==> src/rtl/mem_port_arbiter.sv <==
// ----------------------------------------------------------------------------
// mem_port_arbiter
//   Shares one single-port unified memory between the fetch stage (instruction
//   reads) and the memory stage (loads/stores). Exactly one transaction is in
//   flight at a time on a req/ack bus with variable latency. Data requests win
//   arbitration, except that after MAX_D_BURST consecutive data grants with a
//   fetch pending, the next grant goes to fetch.
//
//   Parameter
//     MAX_D_BURST  data grants allowed in a row while fetch waits (1..15)
//
//   Ports
//     clk, rst                  clock, synchronous active-high reset
//     if_req/if_addr/if_kill    fetch request (level), address, redirect kill
//     if_rdata/if_valid         fetched instruction, one-cycle completion pulse
//     dm_req/dm_we/dm_addr      data request (level), store flag, address
//     dm_wdata/dm_be            store data and byte enables
//     dm_rdata/dm_valid         load data, one-cycle completion pulse
//     mem_req/mem_we/mem_addr   memory request held until ack, write, address
//     mem_wdata/mem_be          memory write data, byte enables (all ones on reads)
//     mem_ack/mem_rdata         memory completion and read data
//     stall_f/stall_m           combinational stalls for the hazard unit
// ----------------------------------------------------------------------------
module mem_port_arbiter #(
    parameter int unsigned MAX_D_BURST = 4
) (
    input  logic        clk,
    input  logic        rst,

    input  logic        if_req,
    input  logic [31:0] if_addr,
    input  logic        if_kill,
    output logic [31:0] if_rdata,
    output logic        if_valid,

    input  logic        dm_req,
    input  logic        dm_we,
    input  logic [31:0] dm_addr,
    input  logic [31:0] dm_wdata,
    input  logic [3:0]  dm_be,
    output logic [31:0] dm_rdata,
    output logic        dm_valid,

    output logic        mem_req,
    output logic        mem_we,
    output logic [31:0] mem_addr,
    output logic [31:0] mem_wdata,
    output logic [3:0]  mem_be,
    input  logic        mem_ack,
    input  logic [31:0] mem_rdata,

    output logic        stall_f,
    output logic        stall_m
);

    localparam int unsigned AW = 32;
    localparam int unsigned DW = 32;
    localparam int unsigned BW = 4;
    localparam int unsigned CW = 4;

    localparam logic [CW-1:0] BURST_MAX = CW'(MAX_D_BURST);
    localparam logic [BW-1:0] BE_ALL    = BW'(4'hF);

    typedef enum logic [1:0] {
        IDLE   = 2'd0,
        BUSY_I = 2'd1,
        BUSY_D = 2'd2,
        DONE   = 2'd3
    } state_t;

    state_t          state, state_nxt;
    logic [CW-1:0]   burst_cnt, burst_cnt_nxt;
    logic            kill_flag, kill_flag_nxt;

    logic            mem_req_nxt;
    logic            mem_we_nxt;
    logic [AW-1:0]   mem_addr_nxt;
    logic [DW-1:0]   mem_wdata_nxt;
    logic [BW-1:0]   mem_be_nxt;
    logic            if_valid_nxt;
    logic            dm_valid_nxt;
    logic [DW-1:0]   if_rdata_nxt;
    logic [DW-1:0]   dm_rdata_nxt;

    logic            fetch_starved;
    logic            grant_d;
    logic            grant_i;

    // Fetch has waited through a full data burst: data must yield this time.
    assign fetch_starved = if_req && (burst_cnt == BURST_MAX);

    // Next-state, grant and registered-output logic.
    always_comb begin
        state_nxt     = state;
        burst_cnt_nxt = burst_cnt;
        kill_flag_nxt = kill_flag;
        mem_req_nxt   = mem_req;
        mem_we_nxt    = mem_we;
        mem_addr_nxt  = mem_addr;
        mem_wdata_nxt = mem_wdata;
        mem_be_nxt    = mem_be;
        if_rdata_nxt  = if_rdata;
        dm_rdata_nxt  = dm_rdata;
        if_valid_nxt  = 1'b0;
        dm_valid_nxt  = 1'b0;
        grant_d       = 1'b0;
        grant_i       = 1'b0;

        case (state)
            IDLE: begin
                if (dm_req && !fetch_starved) begin
                    grant_d       = 1'b1;
                    state_nxt     = BUSY_D;
                    mem_req_nxt   = 1'b1;
                    mem_we_nxt    = dm_we;
                    mem_addr_nxt  = dm_addr;
                    mem_wdata_nxt = dm_we ? dm_wdata : '0;
                    mem_be_nxt    = dm_we ? dm_be : BE_ALL;
                end else if (if_req && !if_kill) begin
                    grant_i       = 1'b1;
                    state_nxt     = BUSY_I;
                    mem_req_nxt   = 1'b1;
                    mem_we_nxt    = 1'b0;
                    mem_addr_nxt  = if_addr;
                    mem_wdata_nxt = '0;
                    mem_be_nxt    = BE_ALL;
                end
            end

            BUSY_I: begin
                // A redirect anywhere in the fetch, ack cycle included, voids it.
                if (if_kill) begin
                    kill_flag_nxt = 1'b1;
                end
                if (mem_ack) begin
                    mem_req_nxt = 1'b0;
                    state_nxt   = DONE;
                    if (!(kill_flag || if_kill)) begin
                        if_rdata_nxt = mem_rdata;
                        if_valid_nxt = 1'b1;
                    end
                end
            end

            BUSY_D: begin
                if (mem_ack) begin
                    mem_req_nxt  = 1'b0;
                    state_nxt    = DONE;
                    dm_valid_nxt = 1'b1;
                    // Stores leave the last load result in place.
                    if (!mem_we) begin
                        dm_rdata_nxt = mem_rdata;
                    end
                end
            end

            DONE: begin
                state_nxt     = IDLE;
                kill_flag_nxt = 1'b0;
            end

            default: begin
                state_nxt = IDLE;
            end
        endcase

        // Counts data grants that overtook a waiting fetch; any cycle without
        // a fetch request, or a fetch grant, restarts the count.
        if (!if_req) begin
            burst_cnt_nxt = '0;
        end else if (grant_i) begin
            burst_cnt_nxt = '0;
        end else if (grant_d && (burst_cnt != BURST_MAX)) begin
            burst_cnt_nxt = burst_cnt + CW'(1);
        end
    end

    // State and output registers.
    always_ff @(posedge clk) begin
        if (rst) begin
            state     <= IDLE;
            burst_cnt <= '0;
            kill_flag <= 1'b0;
            mem_req   <= 1'b0;
            mem_we    <= 1'b0;
            mem_addr  <= '0;
            mem_wdata <= '0;
            mem_be    <= '0;
            if_valid  <= 1'b0;
            dm_valid  <= 1'b0;
            if_rdata  <= '0;
            dm_rdata  <= '0;
        end else begin
            state     <= state_nxt;
            burst_cnt <= burst_cnt_nxt;
            kill_flag <= kill_flag_nxt;
            mem_req   <= mem_req_nxt;
            mem_we    <= mem_we_nxt;
            mem_addr  <= mem_addr_nxt;
            mem_wdata <= mem_wdata_nxt;
            mem_be    <= mem_be_nxt;
            if_valid  <= if_valid_nxt;
            dm_valid  <= dm_valid_nxt;
            if_rdata  <= if_rdata_nxt;
            dm_rdata  <= dm_rdata_nxt;
        end
    end

    // Stalls follow the request directly so the pipeline reacts in-cycle.
    assign stall_f = if_req & ~if_valid;
    assign stall_m = dm_req & ~dm_valid;

    // Completion pulses belong to a single requester.
    a_valid_onehot: assert property (@(posedge clk) disable iff (rst)
        !(if_valid && dm_valid));

    // The bus request may not be withdrawn before the memory acknowledges.
    a_req_held: assert property (@(posedge clk) disable iff (rst)
        (mem_req && !mem_ack) |=> mem_req);

endmodule

==> config.mk <==
export PLATFORM = sky130hd
export DESIGN_NAME = mem_port_arbiter
export DESIGN_NICKNAME = d
export VERILOG_FILES = /design/src/rtl/mem_port_arbiter.sv
export SDC_FILE = /design/constraint.sdc
export NUM_CORES = 1
export LEC_CHECK = 0
export ABC_AREA = 0
export CAP_MARGIN = 10
export CORE_ASPECT_RATIO = 1.25
export CORE_MARGIN = 2
export CORE_UTILIZATION = 35
export CTS_BUF_LIST = sky130_fd_sc_hd__clkbuf_2 sky130_fd_sc_hd__clkbuf_4 sky130_fd_sc_hd__clkbuf_8
export CTS_CLUSTER_DIAMETER = 30
export DETAILED_ROUTE_END_ITERATION = 10
export PLACE_DENSITY = 0.81
export RECOVER_POWER = 50
export SYNTH_ARGS = -nofsm -noshare
export SYNTH_HDL_FRONTEND = slang
export SYNTH_SLANG_ARGS = --single-unit
==> constraint.sdc <==
create_clock -name clk -period 1.8 [get_ports clk]
set_input_delay 0.36 -clock clk [delete_from_list [all_inputs] [get_ports clk]]
set_output_delay 0.36 -clock clk [all_outputs]
set_load 0.02 [all_outputs]
==> reports/results.txt <==
The tools report the number of placement rows as 51. CTS placed an instance of sky130_fd_sc_hd__clkbuf_8 at the clock tree root. STA classifies the critical path startpoint as a register. The number of buffers between clock root and the deepest sink was 2; the post-CTS clock slew at the launch and capture registers of the worst setup and hold paths was 0.07 ns. The total global routing track utilization was 19.7%. The total of endpoints with negative setup slack in the final report was 0. The total number of yosys warnings came out at 0. The width of the die is 116 um.

The static leakage power was 0.00330 uW. The tools report the number of antenna violations at the first check in global routing as 1. The final estimated routing congestion in global placement was 0.796.

The run finished with clean final reports. The commonest cells after synthesis are sky130_fd_sc_hd__dfxtp_1, sky130_fd_sc_hd__nand2_1, sky130_fd_sc_hd__a21oi_1, sky130_fd_sc_hd__nor2_1, sky130_fd_sc_hd__inv_1. The synthesized design spends more area on one cell type than any other, namely sky130_fd_sc_hd__dfxtp_1. The run gives 16,600 um^2 as the total die area.

In the synthesized netlist the dominant register cell turns out to be sky130_fd_sc_hd__dfxtp_1. The average cell area after synthesis is 8.32 um^2, and the initial core utilization is 35.4%. Entering global routing, the biggest net connects 55 pins. Counting flops with a built-in enable in the synthesized netlist gives 0.

For the total clock sinks, the log shows 143. Most used standard cell by instance count after synthesis: sky130_fd_sc_hd__dfxtp_1. Kind of end point of the critical path: a primary output.

The repair_antennas step left the layout with diodes totalling 0. For the worst setup path, the data arrival time is 1.38 ns. The run gives 0 as the final-report hold violation count. Total buffers and inverters traversed by the critical path: 1.

After layout, the worst path uses 96.9% of the clock period. Dividing the detail-routed wire length by the instance count gives 15.2 um. For the critical path required time, the log shows 1.44 ns. The tools report the initial DRC count as 350.

The synthesized flop and latch total is 143, and the sequential share of the synthesized area is 52.4%. The synthesized netlist contains 36 unique library cells. Summed over all layers, the routed wires come to 17.6 mm. The normalized max-slew margin was 65.4%; the count of nets left with antenna violations after detail routing was 0. The slew at the pin with the worst max-slew slack works out to 0.519 ns. Path type of the worst min-delay path: in -> reg.

Between clock sinks in the finished design, the worst skew comes to 0.0138 ns. Traced cell by cell, the critical path runs through clkdlybuf4s50_1. From synthesis to final layout, the design area changed by 57.1%. The tools report the peak clock frequency supported by timing as 0.573 GHz. For this run, the post-layout net count is 1,080. The cell family contributing the most delay on the critical path is buffers and inverters. Hold timing on the final database bottoms out at a slack of 0.245 ns. The tool flagged a number of max-cap violations equal to 0. Share of synthesized flip-flops with an asynchronous set or reset: 0%. The number of slew-limit violations in the final report is 0, and the detailed-router iteration count before antenna repair is 6. By area the synthesized netlist is led by sky130_fd_sc_hd__dfxtp_1, sky130_fd_sc_hd__nand2_1, sky130_fd_sc_hd__a21oi_1, sky130_fd_sc_hd__a311oi_1, sky130_fd_sc_hd__a22oi_1. The top-area cell type share of the netlist area is 52.4%, and the delay contributed by the slowest stage of the critical path is 0.61 ns. The class of the most critical setup path was reg -> out.

For the cell area after synthesis, the log shows 5460 um^2. The first global-routing pass estimated 25.7 mm of wire. TritonCTS built the clock tree. Using the TritonRoute via totals, the vias-per-cell ratio works out to 4.99. The number of clock buffers added by TritonCTS is 17. When the netlist entered floorplanning its net count stood at 802. For this block, the via count after detailed routing is 5,780. The clock tree synthesis step divided the H-tree into 4 levels. The final critical delay including setup and external delays was 1.74 ns; the power per standard cell area was 1160 nW/um^2. Summed over all layers, the global routing overflow is 0.

The overall die height was 144 um; the quantity of I/O buffers inserted on ports was 276. The largest individual stage delay along the critical path comes from the cell sky130_fd_sc_hd__clkdlybuf4s50_1. For the via count of the first global-routing pass, the log shows 5,372.

The final setup TNS was 0 ns; the largest driver fanout on the critical path was 2. The post-route netlist has 8.55% of its cells at a drive strength greater than 1. The logs give 0 for the DRC violations left and 11.9 mm for the total half-perimeter wirelength after legalization and detailed placement. The total area inside the core boundary comes to 15,400 um^2. For this design the top-level I/O count stands at 277. The later pin in the worst-skew pair is clocked with a latency of 0.44 ns.

Across the VDD grid, the largest voltage drop is 0.536 mV. For the gate count after technology mapping, the log shows 656.
logic make-up after synthesis:
group	count (synthesis)	share of synthesized area, %
buf+inv	92	6.65
xor+xnor	3	0.481
flops	143	52.4
compound gates	179	20.7
simple gates	232	18.2
fa+ha+maj	7	1.60
area by class of cell:
cell class | instances | area (um^2)
sequential | 143 | 2860
timing repair buffer | 310 | 2590
clock inverter | 12 | 158
multi-input combinational | 421 | 2280
fill | 1516 | 6860
inverter | 41 | 154
clock buffer | 20 | 263
tap | 212 | 265
cell usage in the layout (no fill, tap or decap), drive strengths merged, types with 4 or more instances in the layout:
cell type	count
nand2	132
o21ai	36
a21oi	69
ha	7
buf	31
a22oi	32
o22ai	4
nor2	46
dlygate4sd2	31
clkdlybuf4s50	158
inv	44
nor3	35
dfxtp	143
clkbuf	108
a311oi	32
per-layer routing:
| layer | GRT usage [%] | share of wire (%) |
|---|---|---|
| met1 | 21.7 | 40 |
| met2 | 34.0 | 50 |
| met3 | 5.19 | 6.5 |
| met4 | 11.3 | 3.9 |
| met5 | 0 | 0 |
sequential cells by signal, summed over array words and instances, names as in the netlist:
signal	count
burst_cnt	4
dm_rdata	32
dm_valid	1
if_rdata	32
if_valid	1
kill_flag	1
mem_addr	32
mem_be	4
mem_req	1
mem_wdata	32
mem_we	1
state	2
final timing paths:
path                start            end  slack [ns]  cells after the start
min reg2reg  dm_rdata[15]   dm_rdata[15]        0.45                      2
max          dm_rdata[25]   dm_rdata[25]        0.06                      1
max reg2reg  burst_cnt[0]  mem_wdata[24]        0.06                      8
min                   rst       state[0]        0.24                      2
timing repair:
item	4_1_cts	5_1_grt
pin swaps	0	5
buffers inserted	0	6
gates cloned	0	3
hold buffers	0	0
setup endpoints to repair	32	139
gates resized for setup	34	95
through the flow:
stage / instances / setup slack, ns / power (uW) / util [%] / area, um^2
2_1_floorplan: 656 / 0.113 / 5720 / - / 5460
3_3_place_gp: 1118 / -0.354 / 7500 / 55.6 / 8580
3_5_place_dp: 1118 / -0.431 / 7560 / 55.6 / 8580
4_1_cts: 1150 / 0.0000521 / 10200 / 58.1 / 8960
5_1_grt: 1159 / -0.0288 / 10500 / 55.6 / 8580
6_report: 1159 / 0.0559 / 9920 / 55.6 / 8580
where the power goes:
group | internal [uW] | switching [uW] | leakage, uW
sequential | 3660 | 257 | 0.00117
combinational | 1360 | 1960 | 0.00192
clock | 1450 | 1240 | 0.000207
total | 6470 | 3460 | 0.00330
Power figures use the tool's default switching activity.
